$ cat config.mk
export PLATFORM = sky130hd
export DESIGN_NAME = yasac_control_unit
export DESIGN_NICKNAME = d
export VERILOG_FILES = /design/src/rtl/yasac_control_unit.sv
export SDC_FILE = /design/constraint.sdc
export NUM_CORES = 1
export LEC_CHECK = 0
export ABC_AREA = 0
export CAP_MARGIN = 20
export CORE_MARGIN = 3
export CORE_UTILIZATION = 36
export DETAILED_ROUTE_END_ITERATION = 10
export PLACE_DENSITY = 0.84
export SLEW_MARGIN = 20
export SYNTH_ARGS = -nofsm -noshare
export SYNTH_HDL_FRONTEND = slang
export SYNTH_SLANG_ARGS = --single-unit
$ cat constraint.sdc
create_clock -name CLK -period 2.6 [get_ports CLK]
set_input_delay 0.39 -clock CLK [delete_from_list [all_inputs] [get_ports CLK]]
set_output_delay 0.39 -clock CLK [all_outputs]
set_load 0.02 [all_outputs]
$ cat src/rtl/yasac_control_unit.sv
// YASAC multi-cycle control unit: sequences fetch and execute for the data unit
// and decodes every data-unit control strobe from state, OPCODE and STATUS.
module yasac_control_unit #(
    parameter logic [3:0] ALU_PASS_A = 4'hE,
    parameter logic [3:0] ALU_PASS_B = 4'hF
) (
    input  logic       CLK,
    input  logic       RESET_N,
    input  logic [4:0] OPCODE,
    input  logic [2:0] STATUS_SEL,
    input  logic [7:0] STATUS,
    output logic [3:0] ALU_OPERATION,
    output logic       INC_PROGCOUNT,
    output logic       CLR_PROGCOUNT,
    output logic       WRITE_PROGCOUNT,
    output logic       READ_PROGCOUNT,
    output logic       WRITE_INSTREG,
    output logic       WRITE_REGS,
    output logic       USE_IMMEDIATE,
    output logic       USE_DISPLACEMENT,
    output logic       WRITE_MEM,
    output logic       READ_MEM,
    output logic       WRITE_MEMADDR,
    output logic       WRITE_STATREG,
    output logic       CLR_STATBIT,
    output logic       SET_STATBIT,
    output logic       PRESET_STACKPTR,
    output logic       INC_STACKPTR,
    output logic       DEC_STACKPTR,
    output logic       READ_STACKPTR,
    output logic       HALTED
);

    localparam logic [4:0] OP_LDI  = 5'b10000;
    localparam logic [4:0] OP_LD   = 5'b10001;
    localparam logic [4:0] OP_ST   = 5'b10010;
    localparam logic [4:0] OP_JMP  = 5'b10011;
    localparam logic [4:0] OP_BRS  = 5'b10100;
    localparam logic [4:0] OP_BRC  = 5'b10101;
    localparam logic [4:0] OP_CLS  = 5'b10110;
    localparam logic [4:0] OP_SES  = 5'b10111;
    localparam logic [4:0] OP_PUSH = 5'b11000;
    localparam logic [4:0] OP_POP  = 5'b11001;
    localparam logic [4:0] OP_CALL = 5'b11010;
    localparam logic [4:0] OP_RET  = 5'b11011;
    localparam logic [4:0] OP_HALT = 5'b11111;

    typedef enum logic [2:0] {
        StInit,
        StFetch,
        StE1,
        StE2,
        StE3,
        StHalt
    } state_e;

    state_e state_q, state_d;
    logic   branch_taken;

    // BRS takes the branch on a set bit, BRC on a clear bit.
    assign branch_taken = STATUS[STATUS_SEL] == (OPCODE == OP_BRS);

    always_ff @(posedge CLK or negedge RESET_N) begin
        if (!RESET_N) begin
            state_q <= StInit;
        end else begin
            state_q <= state_d;
        end
    end

    always_comb begin
        state_d = StFetch;
        unique case (state_q)
            StInit:  state_d = StFetch;
            StFetch: state_d = StE1;
            StE1: begin
                if (OPCODE == OP_HALT) begin
                    state_d = StHalt;
                end else if (OPCODE inside {OP_LD, OP_ST, OP_PUSH, OP_POP, OP_CALL, OP_RET}) begin
                    state_d = StE2;
                end
            end
            StE2: begin
                if (OPCODE inside {OP_POP, OP_CALL, OP_RET}) begin
                    state_d = StE3;
                end
            end
            StE3:    state_d = StFetch;
            StHalt:  state_d = StHalt;
            default: state_d = StInit;
        endcase
    end

    always_comb begin
        ALU_OPERATION    = 4'h0;
        INC_PROGCOUNT    = 1'b0;
        CLR_PROGCOUNT    = 1'b0;
        WRITE_PROGCOUNT  = 1'b0;
        READ_PROGCOUNT   = 1'b0;
        WRITE_INSTREG    = 1'b0;
        WRITE_REGS       = 1'b0;
        USE_IMMEDIATE    = 1'b0;
        USE_DISPLACEMENT = 1'b0;
        WRITE_MEM        = 1'b0;
        READ_MEM         = 1'b0;
        WRITE_MEMADDR    = 1'b0;
        WRITE_STATREG    = 1'b0;
        CLR_STATBIT      = 1'b0;
        SET_STATBIT      = 1'b0;
        PRESET_STACKPTR  = 1'b0;
        INC_STACKPTR     = 1'b0;
        DEC_STACKPTR     = 1'b0;
        READ_STACKPTR    = 1'b0;
        HALTED           = 1'b0;
        unique case (state_q)
            StInit: begin
                CLR_PROGCOUNT   = 1'b1;
                PRESET_STACKPTR = 1'b1;
            end
            StFetch: begin
                WRITE_INSTREG = 1'b1;
                INC_PROGCOUNT = 1'b1;
            end
            StE1: begin
                if (!OPCODE[4]) begin
                    ALU_OPERATION = OPCODE[3:0];
                    WRITE_REGS    = 1'b1;
                    WRITE_STATREG = 1'b1;
                end else begin
                    case (OPCODE)
                        OP_LDI: begin
                            USE_IMMEDIATE = 1'b1;
                            ALU_OPERATION = ALU_PASS_B;
                            WRITE_REGS    = 1'b1;
                        end
                        OP_LD, OP_ST: begin
                            USE_IMMEDIATE = 1'b1;
                            ALU_OPERATION = ALU_PASS_B;
                            WRITE_MEMADDR = 1'b1;
                        end
                        OP_JMP: begin
                            USE_IMMEDIATE   = 1'b1;
                            ALU_OPERATION   = ALU_PASS_B;
                            WRITE_PROGCOUNT = 1'b1;
                        end
                        OP_BRS, OP_BRC: begin
                            if (branch_taken) begin
                                USE_IMMEDIATE   = 1'b1;
                                ALU_OPERATION   = ALU_PASS_B;
                                WRITE_PROGCOUNT = 1'b1;
                            end
                        end
                        OP_CLS: CLR_STATBIT = 1'b1;
                        OP_SES: SET_STATBIT = 1'b1;
                        OP_PUSH, OP_CALL: begin
                            READ_STACKPTR = 1'b1;
                            WRITE_MEMADDR = 1'b1;
                            DEC_STACKPTR  = 1'b1;
                        end
                        OP_POP, OP_RET: INC_STACKPTR = 1'b1;
                        default: ;
                    endcase
                end
            end
            StE2: begin
                case (OPCODE)
                    OP_LD: begin
                        READ_MEM   = 1'b1;
                        WRITE_REGS = 1'b1;
                    end
                    OP_ST, OP_PUSH: begin
                        ALU_OPERATION = ALU_PASS_A;
                        WRITE_MEM     = 1'b1;
                    end
                    OP_POP, OP_RET: begin
                        READ_STACKPTR = 1'b1;
                        WRITE_MEMADDR = 1'b1;
                    end
                    OP_CALL: begin
                        READ_PROGCOUNT = 1'b1;
                        WRITE_MEM      = 1'b1;
                    end
                    default: ;
                endcase
            end
            StE3: begin
                case (OPCODE)
                    OP_POP: begin
                        READ_MEM   = 1'b1;
                        WRITE_REGS = 1'b1;
                    end
                    OP_CALL: begin
                        USE_IMMEDIATE   = 1'b1;
                        ALU_OPERATION   = ALU_PASS_B;
                        WRITE_PROGCOUNT = 1'b1;
                    end
                    OP_RET: begin
                        READ_MEM        = 1'b1;
                        WRITE_PROGCOUNT = 1'b1;
                    end
                    default: ;
                endcase
            end
            StHalt:  HALTED = 1'b1;
            default: ;
        endcase
    end

endmodule

======== Word level (Yosys, flattened, before mapping) ========
Cells that the tools add are included.
Widths: inputs -> output; s select.
operators by class
  multiplexer cells ....................... 51
  magnitude comparators ................... 1
  reduce and logical (&&, ||, !) cells .... 12
  equality and inequality tests ........... 19
operators by type and width
  cell                count
  $eq 5x5->1 const B  13
  $mux 1              32
  $mux 4              4
  $pmux 3 s5          1
  $pmux 1 s2          7
  $pmux 4 s3          1
  $reduce_or 2->1     6
  $pmux 4 s2          1
  $reduce_or 4->1     2
  $eq 3x2->1 const B  2
  $eq 3x3->1 const B  2
  $mux 3              2
  $reduce_bool 6->1   1
  $lt 3x4->1 const B  1
  $bmux 1 s3          1
  $eq 3x1->1 const B  1
  $logic_not 3->1     1
  $pmux 1 s3          1
  $reduce_bool 3->1   1
  $reduce_or 3->1     1
  $mux 2              1
  $eq 1x1->1          1
word-level totals
  bits of input ports ..................... 18
  register bits ........................... 3
  logic and storage cells ................. 84
  output and inout bits ................... 23

======== Longest topological paths before layout ========
Gate-level depths: netlist (run 1).
  depth in word-level cells ............... 7
  gate-level depth with buffers ........... 6
  depth with buffers taken out ............ 5

======== Worst setup path before layout (run 1) ========
OpenSTA, ideal clock, no wires.
  path kind ............................... reg-to-output
  start ................................... register state_q[2]
  end ..................................... output port WRITE_REGS
  slack ................................... 0.416 ns
  buffers on the path ..................... 0
  data arrival time ....................... 1.794 ns
  required time ........................... 2.210 ns
  cell stages (with the launch flop) ...... 4
  cell sequence ........................... dfrtp_1 -> and2b_1 -> nor3b_1 -> a221o_1
between the ends
  longest elaborated chain between the ends .. 2
  elaborated cells between the ends (all ways) .. 4
  those cells by class .................... 3 x eq/ne; 1 x mux
RTL lines
  element                                          RTL line  source
  from (decl)                                      57        state_e state_q, state_d;
  from (signal assigned)                           65        state_q <= StInit;
  from (signal assigned)                           67        state_q <= state_d;
  $eq 3x3->1 / $eq 3x2->1 (equally long branches)  115       unique case (state_q)
  $pmux 1 s3 (*)                                   115
  to (decl)                                        18        output logic WRITE_REGS,
Mark *: on every way between the ends. The rest lies on a longest branch, timed or not.

======== Worst setup path in the final report (run 1) ========
  start ................................... input port OPCODE[3]
  end ..................................... output port WRITE_MEMADDR
between the ends
  longest elaborated chain between the ends .. 5
  elaborated cells between the ends (all ways) .. 12
  those cells by class .................... 6 x eq/ne; 4 x mux; 2 x reduce/logical
RTL lines
  element                    RTL line  source
  from (decl)                9         input logic [4:0] OPCODE,
  $eq 5x5->1                 130       case (OPCODE)
  $reduce_or 4->1 (no line)  n/a
  $mux 1                     130
  $mux 1                     125       if (!OPCODE[4]) begin
  $pmux 1 s2 (*)             115
  to (decl)                  23        output logic WRITE_MEMADDR,
Marked as above.

==> metrics.csv, run 1 <==
stage,metric,value,unit
pwr,p_per_area,472.1,nW/um^2
worst_setup_path,reg2regPathDepth,5,
hold_path,min_path_type,in2async,
clock_network,clockRootBuffer,clkbuf_4,
synthesis,synth-edff-count,0,
global_route,grt_use_total,0.2773,
clock_network,clk_pin_slew_worst_paths,40,ps
synthesis,async_flop_share,1.000,
global_route,grt_antenna_before_repair,0,
worst_setup_path,cp.required,2210,ps
worst_setup_path,r2r-start,state_q[0],
route,viasPerCell,5.712,
synthesis,synth_most_common_cell,nand2_1,
pwr,p_int,0.0002820,W
clock_network,cts_tree,yes,
route,final_antenna_net_count,0,
worst_setup_path,crit_path_top_delay_cell,clkdlybuf4s50_1,
global_route,grt_max_degree,10,
worst_setup_path,crit_chain,"clkdlybuf4s50_1, buf_4, buf_4, nor3_1, a21oi_1, o22ai_1, and3_1, dlygate4sd2_1",
worst_setup_path,cp_num_cells,8,
worst_setup_path,crit_path_start_kind,input port,
pwr,p_clk_frac,0.168,
pwr,switching_power,0.0002326,W
pwr,p_comb_frac,0.679,
synthesis,synth-seq-cells,3,
worst_setup_path,startpoint,OPCODE[3],
pwr,switching_share,0.4520,
placed_design,gp_congestion,0.8567,
synthesis,syn-cell-area,565.5,um^2
route,wl_per_cell,16.39,um
layout,fin_nets,157,
route,drc,0,
worst_setup_path,crit_family,buffers and inverters,
clock_network,cts.sinks,3,
route,first_pass_iters,4,
synthesis,yosys_warnings,0,
timing,finalCriticalPeriod,2444,ps
synthesis,ys_types,37,
synthesis,syn_nets,98,
die,core,1383,um^2
run_status,outcome,finished clean,
global_route,top_usage_layer,met2,
clock_network,clock_latency,230,ps
layout,largest_reg_flops,3,
synthesis,synth_largest_area_cell,dfrtp_1,
timing,setup_viol,0,
layout,reg_top3,state_q: 3 flops,
layout,fin_area,1090,um^2
die,chipHeight,45.64,um
timing,fin_skew,2.273,ps
worst_setup_path,crit_arrival,2050,ps
die,die-area,2083,um^2
timing,period_share,0.9402,
placed_design,dpl_cell_area,1097,um^2
global_route,grt_pass1_wl,4105,um
worst_setup_path,path_common_cell,buf_4,
pwr,p_leak,0.5822,nW
die,start_util,0.4090,
clock_network,h-tree-depth,1,
synthesis,ys.flop_type,dfrtp_1,
layout,max_flop_register,state_q,
global_route,met3_usage,0.05534,
global_route,grt_overflow,0,
worst_setup_path,worstPathMaxFanout,5,
worst_setup_path,endpoint_kind,output port,
placed_design,dp_hpwl,1826,um
clock_network,clockBufferDepth,2,
worst_setup_path,path_buf_inv,4,
pwr,seqPwrFrac,0.152,
die,io_pins,41,
worst_setup_path,r2r-end,state_q[2],
die,die_w,45.64,um
layout,antenna_cells,0,
placed_design,io_buffers,39,
timing,max_freq,0.4091,GHz
global_route,use_met2,0.4540,
pwr,ir_worst_vdd,0.0004943,V
synthesis,syn_area_per_cell,7.069,um^2
timing,rsz0062_at_grt,false,
worst_setup_path,r2r_slack,1230,ps
route,drt-total-wl,2508,um
synthesis,yosysTopAreaCellShare,0.1327,
synthesis,synth_commonest_cells,"9 x nand2_1, 7 x nor2_1, 6 x nor3_1, 5 x a21oi_1, 5 x nand3_1",
clock_network,post_cts_buffers,0,
clock_network,cts_made_buffers,3,
pwr,p_total,0.0005145,W
die,rows,13,
synthesis,ys_top_cells_by_area,"dfrtp_1 13%, mux4_1 9.3%, nand2_1 6.0%",
timing,final-hold-violation-count,0,
flow_run,max-cap-violations,0,
global_route,use_met1,0.3652,
synthesis,ys_seq_area_frac,0.1327,
worst_setup_path,crit_type,in2out,
route,vias,874,
worst_setup_path,crit_end,WRITE_MEMADDR,
synthesis,postSynthCellCount,80,
layout,drive_gt1_frac,0.2754,
worst_setup_path,cpPeakStageDelay,460,ps
layout,area_delta_synth_final,92.70,%
route,drt_iter0_drc,44,
global_route,grt_pass1_vias,905,
timing,slew_viol_final,0,
## metal layers
metal  share of wire  vias to the layer above
li1                -                      411
met1            0.42                      406
met2            0.49                       55
met3           0.085                        2
met4          0.0028                        0
met5               0                        -
## final cells by class
type | count | area (um^2)
Inverter | 3 | 11.26
Tap cell | 15 | 18.77
Fill cell | 88 | 292.8
Sequential cell | 3 | 75.07
Clock buffer | 4 | 26.28
Timing Repair Buffer | 61 | 515.5
Multi-Input combinational cell | 67 | 442.9
## per-stage QoR
stage | hold slack (ps) | TNS [ps] | std cells | setup WS [ps] | utilization
3_3_place_gp | 538.3 | -2362 | 149 | -336.9 | 0.7937
5_1_grt | 351.5 | 0 | 153 | 78.63 | 0.7882
2_1_floorplan | 94.41 | 0 | 80 | 416.1 | -
3_5_place_dp | 550.1 | -2876 | 149 | -379.8 | 0.7937
6_report | 342.0 | 0 | 153 | 155.6 | 0.7882
4_1_cts | 340.8 | 0 | 153 | 20.50 | 0.8054
## cell usage in the layout (no fill, tap or decap), drive strengths merged
| master | n |
|---|---|
| buf | 23 |
| clkdlybuf4s50 | 22 |
| nand2 | 10 |
| clkbuf | 10 |
| dlygate4sd2 | 8 |
| nor2 | 7 |
| nor3 | 6 |
| a21oi | 6 |
| nand3 | 5 |
| nor3b | 4 |
| inv | 3 |
| dfrtp | 3 |
| and3 | 3 |
| and2 | 2 |
| a31oi | 2 |
| and2b | 2 |
| dlymetal6s2s | 2 |
| mux4 | 2 |
| nor2b | 1 |
| nand4 | 1 |
| mux2i | 1 |
| xnor2 | 1 |
| o22ai | 1 |
| nand3b | 1 |
| o21bai | 1 |
| a22oi | 1 |
| o21a | 1 |
| o21ai | 1 |
| a221o | 1 |
| xor2 | 1 |
| o2111ai | 1 |
| nand2b | 1 |
| o32ai | 1 |
| a41o | 1 |
| nor4 | 1 |
| conb | 1 |
## logic make-up after synthesis
| group | synth area share |
|---|---|
| other | 0.006631 |
| DFF | 0.1327 |
| xor gates and xnor gates | 0.03098 |
| AOI/OAI and AO/OA | 0.2080 |
| buffers and inverters | 0.09513 |
| muxes | 0.1106 |
| and+or+nand+nor | 0.4160 |
## power groups by stage
stage	logic, W	registers (W)	clock network [W]
4_1_cts	0.000348	0.0000777	0.0000878
6_report	0.000350	0.0000783	0.0000867
5_1_grt	0.000372	0.0000803	0.0000969
2_1_floorplan	0.000202	0.0000706	0
3_5_place_dp	0.000345	0.0000764	0
3_3_place_gp	0.000337	0.0000746	0
## worst min-delay path by stage
stage            endpoint  startpoint  slack [ps]  cells after the start
6_report       state_q[1]     RESET_N         340                      1
5_1_grt        state_q[1]     RESET_N         350                      1
4_1_cts        state_q[1]     RESET_N         340                      1
3_5_place_dp   state_q[1]  state_q[2]         550                      1
3_3_place_gp   state_q[1]  state_q[2]         540                      1
2_1_floorplan  state_q[0]     RESET_N          90                      0
## worst reg2reg max path: stages, from the launching register on
cell and delay (ps):
dfrtp_1 390, buf_4 170, inv_1 230, nand2_1 130
o32ai_1 180, a41o_1 220
## what timing repair did
action,4_1_cts,5_1_grt
hold endpoints to repair,0,0
setup endpoints to repair,15,9
hold buffers,0,0
gates resized for setup,20,15
No activity file was read; power rests on OpenSTA's default activity.
==> run 2: changes to the inputs <==
--- a/config.mk
+++ b/config.mk
@@ -10,6 +10,7 @@
 export CORE_MARGIN = 3
 export CORE_UTILIZATION = 36
 export DETAILED_ROUTE_END_ITERATION = 10
+export GPL_ROUTABILITY_DRIVEN = 0
 export PLACE_DENSITY = 0.84
 export SLEW_MARGIN = 20
 export SYNTH_ARGS = -nofsm -noshare
==> results of run 2 <==
Same layout as run 1: the final DEF is identical, and so are final timing and power.
==> run 3: changes to the inputs <==
--- a/config.mk
+++ b/config.mk
@@ -12,6 +12,7 @@
 export DETAILED_ROUTE_END_ITERATION = 10
 export GPL_ROUTABILITY_DRIVEN = 0
 export PLACE_DENSITY = 0.84
+export SETUP_SLACK_MARGIN = 0.1
 export SLEW_MARGIN = 20
 export SYNTH_ARGS = -nofsm -noshare
 export SYNTH_HDL_FRONTEND = slang
==> run 3 against run 2 <==
Against the previous run: critical path depth unchanged; utilization decreased by 0.18 points; worst hold slack got worse by 2.6 ps; non-clock buffer count unchanged; maximum frequency about the same; largest power group unchanged; highest routed layer unchanged; global-route usage decreased by 0.081 points; critical path type unchanged; worst setup slack got worse by 1.9 ps; total power increased by 0.27%; clock skew decreased by 1.2 ps; sequential cell count unchanged.
==> metrics.csv, run 3 (synthesis gave the netlist of run 1 again) <==
stage,metric,value,unit,change
layout,antenna_cells,0,,unchanged
timing,finalSetupTns,0,ps,unchanged
clock_network,clockRootBuffer,clkbuf_4,,unchanged
pwr,switching_share,0.4526,,was 0.4520
placed_design,io_buffers,39,,unchanged
die,die-area,2083,um^2,unchanged
pwr,seqPwrFrac,0.151,,was 0.152
route,final_antenna_net_count,0,,unchanged
layout,final_common_cell,buf_4,,
die,io_pins,41,,unchanged
timing,rsz0062_at_grt,false,,unchanged
worst_setup_path,endpoint_kind,output port,,unchanged
global_route,grt_pass1_wl,4098,um,was 4105 um
clock_network,cts-hold-fix-buffers,0,,unchanged
die,start_util,0.4090,,unchanged
layout,drive_gt1_frac,0.2826,,was 0.2754
timing,final-hold-violation-count,0,,unchanged
pwr,ir_worst_vdd,0.0004943,V,about the same
layout,largest_reg_flops,3,,unchanged
layout,fin_cells,153,,unchanged
pwr,p_clk_frac,0.170,,was 0.168
worst_setup_path,crit_type,in2out,,unchanged
clock_network,cts_made_buffers,3,,unchanged
global_route,grt_antenna_before_repair,0,,unchanged
layout,layout_common_cells,"24 x buf_4, 22 x clkdlybuf4s50_1, 9 x nand2_1",,"was 22 x clkdlybuf4s50_1, 22 x buf_4, 9 x nand2_1"
timing,max_freq,0.4088,GHz,was 0.4091 GHz
pwr,switching_power,0.0002335,W,was 0.0002326 W
route,wl_per_cell,16.44,um,was 16.39 um
global_route,grt_use_total,0.2765,,was 0.2773
layout,max_flop_register,state_q,,unchanged
layout,reg_top3,state_q: 3 flops,,unchanged
timing,period_share,0.9409,,was 0.9402
layout,area_delta_synth_final,92.26,%,was 92.70%
clock_network,h-tree-depth,1,,unchanged
route,vias,879,,was 874
pwr,p_per_area,474.5,nW/um^2,was 472.1 nW/um^2
die,rows,13,,unchanged
clock_network,clock_latency,240,ps,was 230 ps
placed_design,dp_cells,149,,unchanged
clock_network,clk_pin_slew_worst_paths,40,ps,about the same
hold_path,min_path_type,in2async,,unchanged
die,die_w,45.64,um,unchanged
layout,multi_input_area,442.9,um^2,unchanged
global_route,grt_pass1_vias,903,,was 905
flow_run,max-cap-violations,0,,unchanged
die,chipHeight,45.64,um,unchanged
clock_network,cts_tree,yes,,unchanged
clock_network,cts.sinks,3,,unchanged
pwr,p_int,0.0002824,W,was 0.0002820 W
timing,slew_viol_final,0,,unchanged
global_route,grt_max_degree,10,,unchanged
clock_network,clockBufferDepth,2,,unchanged
pwr,p_comb_frac,0.679,,about the same
route,drt_iter0_drc,32,,was 44
placed_design,dp_hpwl,1826,um,unchanged
clock_network,post_cts_buffers,0,,unchanged
worst_setup_path,cp.required,2210,ps,about the same
route,drc,0,,unchanged
worst_setup_path,worstPathMaxFanout,5,,unchanged
layout,fin_nets,157,,unchanged
timing,finalCriticalPeriod,2446,ps,was 2444 ps
layout,n_fill_cell,90,,was 88
route,first_pass_iters,4,,unchanged
die,core,1383,um^2,unchanged
layout,seqCellArea,75.07,um^2,unchanged
global_route,grt_overflow,0,,unchanged
route,viasPerCell,5.745,,was 5.712
worst_setup_path,crit_path_start_kind,input port,,unchanged
route,drt-total-wl,2515,um,was 2508 um
run_status,outcome,finished clean,,unchanged
pwr,p_leak,0.5702,nW,was 0.5822 nW
timing,fin_skew,1.113,ps,was 2.273 ps
timing,setup_viol,0,,unchanged
worst_setup_path,crit_arrival,2060,ps,was 2050 ps
-- run 3: cell types whose count changed in the layout (fill, tap and decap cells not counted) --
cell | previous run | this run
buf_2 | 1 | 5
buf_4 | 22 | 24
dlymetal6s2s_1 | 2 | 1
clkbuf_2 | 6 | 1
-- run 3: final cells by class --
cell class / instances / share of cell area
clock buffers: 4 / 0.02417
inverters: 3 / 0.01036
multi-input cells: 67 / 0.4074
flip-flops and latches: 3 / 0.06905
well taps: 15 / 0.01726
repair buffers: 61 / 0.4718
-- run 3: timing repair --
item,4_1_cts,5_1_grt
pin swaps,0,0
cloned,0,0
gates resized for setup,37,8
setup endpoints to repair,16,6
-- run 3: layer usage --
metal / GRT usage / part of all wire / up-vias
met5: 0 / 0 / -
met4: 0.07602 / 0.0095 / 0
met3: 0.05534 / 0.096 / 4
met2: 0.4568 / 0.49 / 59
met1: 0.3604 / 0.40 / 405
li1: - / - / 411
-- run 3: through the flow --
stage                     total power, W  utilization  setup slack, ps  cell area, um^2  hold slack (ps)
after global routing           0.0005497       0.7864            104.0             1087            351.5
after detailed placement       0.0004213       0.7937           -379.8             1097            550.1
final                          0.0005159       0.7864            153.7             1087            339.4
after CTS                      0.0005122       0.7973            93.28             1102            340.8
after floorplan                0.0002726            -            416.1            565.5            94.41
after global placement         0.0004116       0.7937           -336.9             1097            538.3
-- run 3: power groups by stage --
stage | logic [W] | clock network (W) | registers (W)
after global placement | 0.000337 | 0 | 0.0000746
after floorplan | 0.000202 | 0 | 0.0000706
after CTS | 0.000347 | 0.0000878 | 0.0000777
final | 0.000350 | 0.0000878 | 0.0000778
after global routing | 0.000373 | 0.0000969 | 0.0000803
after detailed placement | 0.000345 | 0 | 0.0000764
-- run 3: final timing paths --
kind | startpoint | end | slack, ps | depth (start not counted)
worst max-delay path | OPCODE[3] | WRITE_MEMADDR | 150 | 8
worst min-delay path | RESET_N | state_q[1] | 340 | 1
worst max register to register | state_q[0] | state_q[2] | 1230 | 5
worst min register to register | state_q[2] | state_q[1] | 570 | 1
max in group asynchronous | RESET_N | state_q[2] | 2110 | 1
min in group CLK | state_q[2] | state_q[1] | 570 | 1
-- run 3: critical path: stages --
cell	delay (ps)
clkdlybuf4s50_1	460
buf_4	170
buf_4	140
nor3_1	150
a21oi_1	80
o22ai_1	170
and3_1	170
dlygate4sd2_1	320
